[config.mk]
export PLATFORM = sky130hd
export DESIGN_NAME = ipsxe_floating_point_op_sequencer
export DESIGN_NICKNAME = d
export VERILOG_FILES = /design/src/rtl/ipsxe_floating_point_op_sequencer.sv
export SDC_FILE = /design/constraint.sdc
export NUM_CORES = 1
export LEC_CHECK = 0
export BUFFER_PORTS_ARGS = -buffer_cell sky130_fd_sc_hd__buf_2
export CORE_ASPECT_RATIO = 1.25
export CORE_UTILIZATION = 50
export CTS_CLUSTER_DIAMETER = 120
export DETAILED_ROUTE_END_ITERATION = 8
export PLACE_DENSITY = 0.73
export SLEW_MARGIN = 5
export SYNTH_ARGS = -nofsm -noshare
export SYNTH_HDL_FRONTEND = slang
export SYNTH_SLANG_ARGS = --single-unit
[constraint.sdc]
create_clock -name clk -period 2.6 [get_ports clk]
set_input_delay 0.39 -clock clk [delete_from_list [all_inputs] [get_ports clk]]
set_output_delay 0.39 -clock clk [all_outputs]
set_load 0.005 [all_outputs]
[src/rtl/ipsxe_floating_point_op_sequencer.sv]
// Operation sequencer for the floating-point example design.
// Walks the operation ROM one entry at a time. Each entry is decoded and
// issued to the FP core with a valid/ready handshake. The sequencer then
// waits for the result, with a timeout. Completed operations are counted,
// and done/timeout status is reported to the example-design top.
module ipsxe_floating_point_op_sequencer #(
  parameter int ADDR_W         = 4,
  parameter int NUM_ENTRIES    = 16,
  parameter int TIMEOUT_CYCLES = 1023,
  parameter int CNT_W          = 16
) (
  input  logic              clk,
  input  logic              rst,
  input  logic              start,
  input  logic              abort,
  output logic [ADDR_W-1:0] rom_addr,
  input  logic [7:0]        rom_dout,
  output logic [2:0]        op_code,
  output logic [1:0]        round_mode,
  output logic              op_valid,
  input  logic              op_ready,
  input  logic              res_valid,
  output logic              res_ready,
  output logic              busy,
  output logic              done,
  output logic              timeout_err,
  output logic [CNT_W-1:0]  op_count
);

  localparam int TMR_W = $clog2(TIMEOUT_CYCLES + 1);
  localparam logic [ADDR_W-1:0] LAST_ADDR = ADDR_W'(NUM_ENTRIES - 1);
  // The timer starts at 0 on the first WAIT_RES cycle.
  // A value of LIMIT-1 therefore marks the LIMIT-th cycle spent waiting.
  localparam logic [TMR_W-1:0] TMR_LAST = TMR_W'(TIMEOUT_CYCLES - 1);

  typedef enum logic [2:0] {
    S_IDLE, S_FETCH, S_LATCH, S_ISSUE, S_WAIT_RES, S_DONE
  } state_t;

  state_t           state;
  logic [TMR_W-1:0] timer;
  logic             last;

  // The reserved ROM bits [7:6] carry no meaning for the sequencer.
  logic unused_rsvd;
  assign unused_rsvd = ^rom_dout[7:6];

  // Sequencer FSM. rom_addr doubles as the entry pointer.
  // It is registered, so FETCH presents it to the ROM, and LATCH sees the data.
  always_ff @(posedge clk) begin
    if (rst) begin
      state       <= S_IDLE;
      timer       <= '0;
      last        <= 1'b0;
      rom_addr    <= '0;
      op_code     <= '0;
      round_mode  <= '0;
      op_valid    <= 1'b0;
      res_ready   <= 1'b0;
      busy        <= 1'b0;
      done        <= 1'b0;
      timeout_err <= 1'b0;
      op_count    <= '0;
    end else if (abort) begin
      // Abort wins over every transition.
      // The count and the error flag are left as they are, for inspection.
      state     <= S_IDLE;
      op_valid  <= 1'b0;
      res_ready <= 1'b0;
      busy      <= 1'b0;
      done      <= 1'b0;
    end else begin
      done <= 1'b0;
      case (state)
        S_IDLE: begin
          if (start) begin
            rom_addr    <= '0;
            op_count    <= '0;
            timeout_err <= 1'b0;
            busy        <= 1'b1;
            state       <= S_FETCH;
          end
        end
        S_FETCH: state <= S_LATCH;
        S_LATCH: begin
          op_code    <= rom_dout[5:3];
          round_mode <= rom_dout[2:1];
          last       <= rom_dout[0];
          op_valid   <= 1'b1;
          state      <= S_ISSUE;
        end
        S_ISSUE: begin
          if (op_ready) begin
            op_valid  <= 1'b0;
            res_ready <= 1'b1;
            timer     <= '0;
            state     <= S_WAIT_RES;
          end
        end
        S_WAIT_RES: begin
          // A result arriving on the final timer cycle still counts as success.
          if (res_valid) begin
            if (op_count != '1) op_count <= op_count + 1'b1;
            res_ready <= 1'b0;
            if (last || rom_addr == LAST_ADDR) begin
              done  <= 1'b1;
              state <= S_DONE;
            end else begin
              rom_addr <= rom_addr + 1'b1;
              state    <= S_FETCH;
            end
          end else if (timer == TMR_LAST) begin
            timeout_err <= 1'b1;
            res_ready   <= 1'b0;
            done        <= 1'b1;
            state       <= S_DONE;
          end else begin
            timer <= timer + 1'b1;
          end
        end
        S_DONE: begin
          busy  <= 1'b0;
          state <= S_IDLE;
        end
        default: state <= S_IDLE;
      endcase
    end
  end

endmodule

**Word level (Yosys, flattened, before mapping)**

Cells that the tools add are included.

- Add/subtract/negate cells: 3
- Eq/ne operators: 17
- Muxes and demuxes: 33
- Bitwise operators: 2
- Reductions and logical operators: 17

Operators with widths:

| cell | number |
|---|---|
| 16-bit two-way mux | 3 |
| 16-bit case mux with 2 select lines | 1 |
| 10-bit two-way mux | 3 |
| 10-bit case mux with 2 select lines | 1 |
| 5-bit AND reduction | 4 |
| 16-bit by 1-bit adder with 16-bit output (second input constant) | 1 |
| 16-bit inequality test (second input constant) | 1 |
| 2-bit inequality test (second input constant) | 8 |
| 3-bit two-way mux | 5 |
| 3-bit case mux with 5 select lines | 1 |
| 4-bit two-way mux | 3 |
| 1-bit two-way mux | 11 |
| 10-bit by 1-bit adder with 10-bit output (second input constant) | 1 |
| 10-bit == test (second input constant) | 1 |
| 1-bit case mux with 2 select lines | 4 |
| 4-bit case mux with 2 select lines | 1 |
| 2-bit nonzero test | 4 |
| 3-bit by 2-bit == test with 1-bit output (second input constant) | 2 |
| 3-bit == test (second input constant) | 2 |
| 2-bit AND reduction | 3 |
| 3-bit AND reduction | 2 |
| 4-bit by 1-bit adder with 4-bit output (second input constant) | 1 |
| 4-bit == test (second input constant) | 1 |
| 3-bit by 1-bit == test with 1-bit output (second input constant) | 1 |
| 6 further kinds | 7 |

- Register bits after elaboration: 44
- Input bits: 14
- Output and inout port bits: 30
- Logic and storage cells: 84

**Longest topological paths before layout**

Gate-level depths: netlist of run 1.

- Depth after elaboration: 5
- Mapped depth: 7
- Mapped depth without buffers: 7

**Worst setup path after synthesis of run 1**

Ideal clock, no wire load.

- Path type: register to register
- Start point: reg op_count[0]
- End point: reg op_count[0]
- Setup time: 63 ps
- Arrival: 1921 ps
- Data required time: 2537 ps
- Path slack: 616 ps
- Stages on the path, launching flop included: 8
- Buffers on the path: 1
- Period minus slack after synthesis: 1984 ps
- Path through: dfxtp_1 > ha_1 > nand4_1 > or4_1 > buf_6 > o21a_4 > mux2_4 > nor2_2

- Cells in the longest elaborated chain, start to end: 4
- Elaborated cells between the ends (all ways): 7
- Those cells by class: add/sub: 1; eq/ne: 2; mux: 3; reduce/logical: 1

RTL lines:

| item | line | RTL |
|---|---|---|
| start: declaration | 27 | `output logic [CNT_W-1:0] op_count` |
| start signal: assignment | 103 | `if (op_count != '1) op_count <= op_count + 1'b1;` |
| 16-bit by 1-bit adder with 16-bit output | 103 |  |
| 16-bit two-way mux | 103 |  |
| 16-bit two-way mux | 102 | `if (res_valid) begin` |
| 16-bit case mux with 2 select lines | 74 | `case (state)` |

Several ways; a longest one is shown, not always the timed one. The select of a mux whose other input is x is not followed.
A chain may end at the register's enable or synchronous reset.

**Worst setup path after layout of run 1**

Same ends and word-level chain as after synthesis.

==> results of run 1 <==
-- worst max-delay path: stages, from the launching register on --
cell and delay (ns):
dfxtp_1 0.43, ha_1 0.27, nand4_1 0.13, or4_1 0.74
o21a_4 0.30, mux2_4 0.26, nor2_2 0.07
-- placed cells by master, fill, tap and decap left out, types with 3 or more instances in the layout --
cell type  instances
inv_1              6
nor4_1             3
a31oi_1            8
dfxtp_1           44
nor3_1             8
a21oi_1           14
nor2_1            29
and3_1             4
o21ai_0           23
nand2b_1           4
mux2i_1            7
nand3_1           17
a41oi_1            3
nand4_1           10
or3_1              7
clkbuf_8           5
nand4b_1           5
ha_1               4
buf_4              5
nand2_1           18
and2_1             4
o31ai_1            7
buf_2             41
-- sequential cells by signal, indices dropped and copies added (netlist names), 2 cells and up --
signal,flops
rom_addr,4
round_mode,2
timer,10
state,3
op_code,3
op_count,16
-- worst paths after layout --
check | start | to | slack, ns | cells after the start
hold reg to reg | timer[8] | timer[8] | 0.47 | 1
setup reg to reg | op_count[0] | op_count[0] | 0.35 | 6
setup / recovery | op_count[0] | op_count[0] | 0.35 | 6
hold / removal | op_ready | state[1] | 0.31 | 2
-- power by group through the flow --
stage	logic [mW]	clock network (mW)	registers, mW
CTS	0.0698	0.445	0.683
finish	0.0702	0.431	0.682
detailed placement	0.0694	0	0.698
global route	0.0769	0.475	0.684
global placement	0.0691	0	0.698
floorplan	0.0460	0	0.696
-- stage by stage --
stage	std cells	util [%]	cell area [um^2]
after floorplan	275	-	2280
after global placement	366	57.4	2520
after detailed placement	366	57.4	2520
after CTS	374	59.4	2610
after global routing	374	59.4	2610
final	374	59.4	2610
-- cell type report --
cell class              instances  area (um^2)
clock buffers                   5         68.8
clock inverters                 3         18.8
fillers                       436         1780
inverters                       6         22.5
multi-input cells             212         1300
flip-flops and latches         44          881
well taps                      58         72.6
repair buffers                 46          243
-- cells by family (layout without fill, tap and decap cells) --
| logic type | count (synthesis) | count (layout) | share of synthesized area, % |
|---|---|---|---|
| compound gates | 72 | 72 | 20.5 |
| xor+xnor | 2 | 2 | 0.770 |
| fa+ha+maj | 4 | 4 | 2.20 |
| buf+inv | 19 | 60 | 4.01 |
| flops | 44 | 44 | 38.7 |
| mux | 8 | 8 | 3.74 |
| simple gates | 126 | 126 | 30.1 |
-- routing by layer --
metal	up-vias	global-route usage [%]	part of all wire, %
li1	1111	-	-
met1	1041	29.3	44
met2	67	39.8	49
met3	10	5.88	4.8
met4	0	12.3	2.0
met5	-	0	0
==> metrics, run 1 <==
Die ar. 4830 um^2; NetSw 291 uW; top post-synthesis cells by area dfxtp_1 39%, o21ai_0 5.1%, nor2_1 4.8%; H-tree levels 2; Synth top area share 38.7%; Post-Syn Nets 293; Die Wd 62.3 um; max-slew violations 0; Routed WL 5.51 mm; Vias 2229; Global Route Usage Sum 24.2%; register area share after synthesis 38.7%; Post-synth ARST share 0%; Clock Sinks 44; num rows 27; Avg WL per Cell 14.7 um; Max-slew headroom 59.6%; CP Data Arrival Time 2.50 ns; detailed-router iteration count before antenna repair 4; period utilization 86.4%; initial antenna violation count 0; final hold vios 0; CP Launch Type flip-flop; Post CTS Setup Buffer Count 0; hold slack 0.315 ns; internal power 892 uW; Finish-stage setup viols 0; Yosys cell types 54; post-cts resize count 0; Gate Count Post-Synth 275; IO Count 44; clock group share of total power 36.4%; Max Clk Rate 0.445 GHz; Top FF cell, synth dfxtp_1; CTS root buf clkbuf_8; final critical-path setup slack 0.354 ns; pwr dens 453 nW/um^2; Worst-Margin Slew 0.604 ns; leakage power 0.976 nW; post-layout min period 2.25 ns; Yosys top cell by area dfxtp_1; Hold Path Class in2reg; GRT overflow 0; switching portion of total power 24.6%; Syn Area/Cell 8.28 um^2; Power Total 1.18 mW; combinational share of power 5.9%; MaxCap Viol Count 0; Post-synth EDFFs 0; RePlAce Congestion 0.911; vias in the first global route 2054; DPL Wire Length 4.06 mm; PortBufs 41; critical path class reg2reg; Total Neg Setup Slack 0 ns; initial drt markers 180; CTS Buf Count 5; CORE AREA 4390 um^2; layout cells sized above 1 21.5%; Sequential Power Share 57.7%; Clock Path Buffers 2; largest net degree at the start of global routing 17; post-route ant nets 0; CTS clk-pin slew, worst paths 0.09 ns; Max VDD drop 0.386 mV; die extent in y 77.4 um; global-route wire length before repair 9.32 mm; DRC 0; hold-fix buffers at CTS 0; Data required, critical path 2.85 ns; Fin Clk Skew 0.00600 ns; Ant. Diodes 0; post-synthesis cell area 2280 um^2; crit end category flip-flop; crit-path max FO 10; status finished, final reports clean; fin nets 333; post-synthesis register bit count 44; most frequent cell after synthesis dfxtp_1; pre-CTS setup slack 0.397 ns; RSZ-0062 raised after global routing false; synth cell count leaders 44 x dfxtp_1, 29 x nor2_1, 23 x o21ai_0, 18 x nand2_1, 17 x nand3_1; Worst-Skew Late Latency 0.30 ns; initial core utilization 51.8%; yosys warns 0; CTS tree done; P&R area growth vs syn 14.7%; vias per inst 5.96
No activity file was read; power rests on OpenSTA's default activity.
==> inputs of run 2 (changes only) <==
HOLD_SLACK_MARGIN = 0.06   (was unset)
MAX_ROUTING_LAYER = met4   (was unset)
==> metrics, run 2 (same netlist as run 1, synthesis figures left out) <==
status finished, final reports clean; Top reg by flops op_count; Clock Path Buffers 2 (unchanged); num rows 27 (unchanged); post-route ant nets 0 (unchanged); CP startpoint op_count[0]; Largest register FFs 16 (unchanged); Avg WL per Cell 15.0 um (+1.8%); FF+latch area 881 um^2 (unchanged); CORE AREA 4390 um^2 (unchanged); global-route wire length before repair 9.60 mm (+3.0%); Global Route Usage Sum 25.4% (+1.2 points); final hold vios 0 (unchanged); Vias 2232 (+0.13%); Finish-stage setup viols 0 (unchanged); period utilization 85.2% (-1.2 points); CTS Buf Count 5 (unchanged); Total Neg Setup Slack 0 ns (unchanged); Worst-Skew Late Latency 0.30 ns (about the same); RSZ-0062 raised after global routing false; Max-slew headroom 61.7% (+2.1 points); detailed-router iteration count before antenna repair 8 (+4); IO Count 44 (unchanged); vias in the first global route 2070 (+0.78%); Post CTS Setup Buffer Count 0 (unchanged); layout cells sized above 1 21.3% (-0.25 points); Routed WL 5.59 mm (+1.5%); Die Wd 62.3 um (unchanged); worst r2r path cells 6 (unchanged); DPL Wire Length 4.08 mm (+0.54%); post-layout min period 2.22 ns (-0.0310 ns); Max Clk Rate 0.451 GHz (+1.4%); Hold Path Class in2reg; Data required, critical path 2.85 ns (about the same); CP Data Arrival Time 2.47 ns (-0.03 ns); CTS clk-pin slew, worst paths 0.08 ns (about the same); initial antenna violation count 0 (unchanged); Multi-input gate area 1300 um^2 (unchanged); H-tree levels 2 (unchanged); RePlAce Congestion 0.909 (-0.15%); Worst-Margin Slew 0.572 ns (-0.0312 ns); Max VDD drop 0.384 mV (-0.53%); Setup crit end op_count[0]; critical path class reg2reg; GRT overflow 0 (unchanged); max-slew violations 0 (unchanged); crit end category flip-flop; DRC 0 (unchanged); final critical-path setup slack 0.385 ns (+0.0310 ns); r2r endpoint op_count[0]; fillcell total 424 (-2.8%); commonest non-fill, non-tap cell in the layout dfxtp_1; worst hold stages 2 (unchanged); MaxCap Viol Count 0 (unchanged); die extent in y 77.4 um (unchanged); largest net degree at the start of global routing 18 (+1); vias per inst 5.98 (+0.40%); CTS tree done; FF-to-FF Start op_count[0]; post-cts resize count 0 (unchanged); Ant. Diodes 0 (unchanged); Fin Clk Skew 0.00373 ns (-0.00228 ns); CP Launch Type flip-flop; largest registers op_count (16), timer (10), rom_addr (4); CTS root buf clkbuf_8; P&R area growth vs syn 14.6% (about the same); crit-path max FO 10 (unchanged); most frequent cells in the layout 44 x dfxtp_1, 41 x buf_2, 29 x nor2_1; hold-fix buffers at CTS 0 (unchanged); Clock Sinks 44 (unchanged); pwr dens 462 nW/um^2 (+2.0%); initial drt markers 176 (-2.2%); fin nets 332 (-0.30%); pre-CTS setup slack 0.435 ns (+0.0371 ns); Die ar. 4830 um^2 (unchanged); leakage power 0.973 nW (-0.24%); flop2flop setup slack 0.38 ns (+0.03 ns); initial core utilization 51.8% (unchanged); PortBufs 41 (unchanged)
## run 2: cell types whose count changed in the layout (fill, tap and decap cells not counted), sizes merged
cell and delta:
buf -1, clkinv -1, clkbuf +1
## run 2: worst min-delay path by stage
stage	from	endpoint	slack, ns
floorplan	timer[8]	timer[8]	0.43
finish	op_ready	state[1]	0.31
CTS	op_ready	state[1]	0.30
global route	op_ready	state[1]	0.33
detailed placement	op_valid	op_valid	0.45
global placement	op_valid	op_valid	0.44
## run 2: critical path, stage by stage, from the launching register on
cell,delay [ns]
dfxtp_1,0.42
ha_1,0.27
nand4_1,0.13
or4_1,0.73
o21a_4,0.29
mux2_4,0.26
nor2_2,0.07
## run 2: area by class of cell
cell class                 count  share of cell area [%]
clock buffer                   6                    3.17
tap                           58                    2.78
sequential                    44                    33.8
multi-input combinational    212                    50.0
timing repair buffer          45                    9.02
inverter                       6                   0.864
clock inverter                 2                   0.384
## run 2: through the flow
stage / instances / util (%) / hold slack (ns) / power, mW / area [um^2]
after floorplan: 275 / - / 0.434 / 0.742 / 2280
after global placement: 365 / 57.3 / 0.443 / 0.767 / 2510
after detailed placement: 365 / 57.3 / 0.454 / 0.768 / 2510
after CTS: 373 / 59.4 / 0.302 / 1.22 / 2610
after global routing: 373 / 59.4 / 0.326 / 1.26 / 2610
final: 373 / 59.4 / 0.309 / 1.21 / 2610
## run 2: report_power, final
part           leakage (nW)  internal, mW  switching [mW]
logic                 0.568        0.0272          0.0429
registers             0.355         0.677         0.00502
clock network        0.0510         0.212           0.241
## run 2: layer usage
| layer | wire (um) | GRT usage [%] | vias up | share of wire (%) |
|---|---|---|---|---|
| li1 | - | - | 1101 | - |
| met1 | 2420 | 30.2 | 1055 | 43 |
| met2 | 2800 | 41.5 | 64 | 50 |
| met3 | 260 | 5.29 | 12 | 4.6 |
| met4 | 110 | 10.9 | 0 | 2.0 |
| met5 | 0 | - | - | 0 |
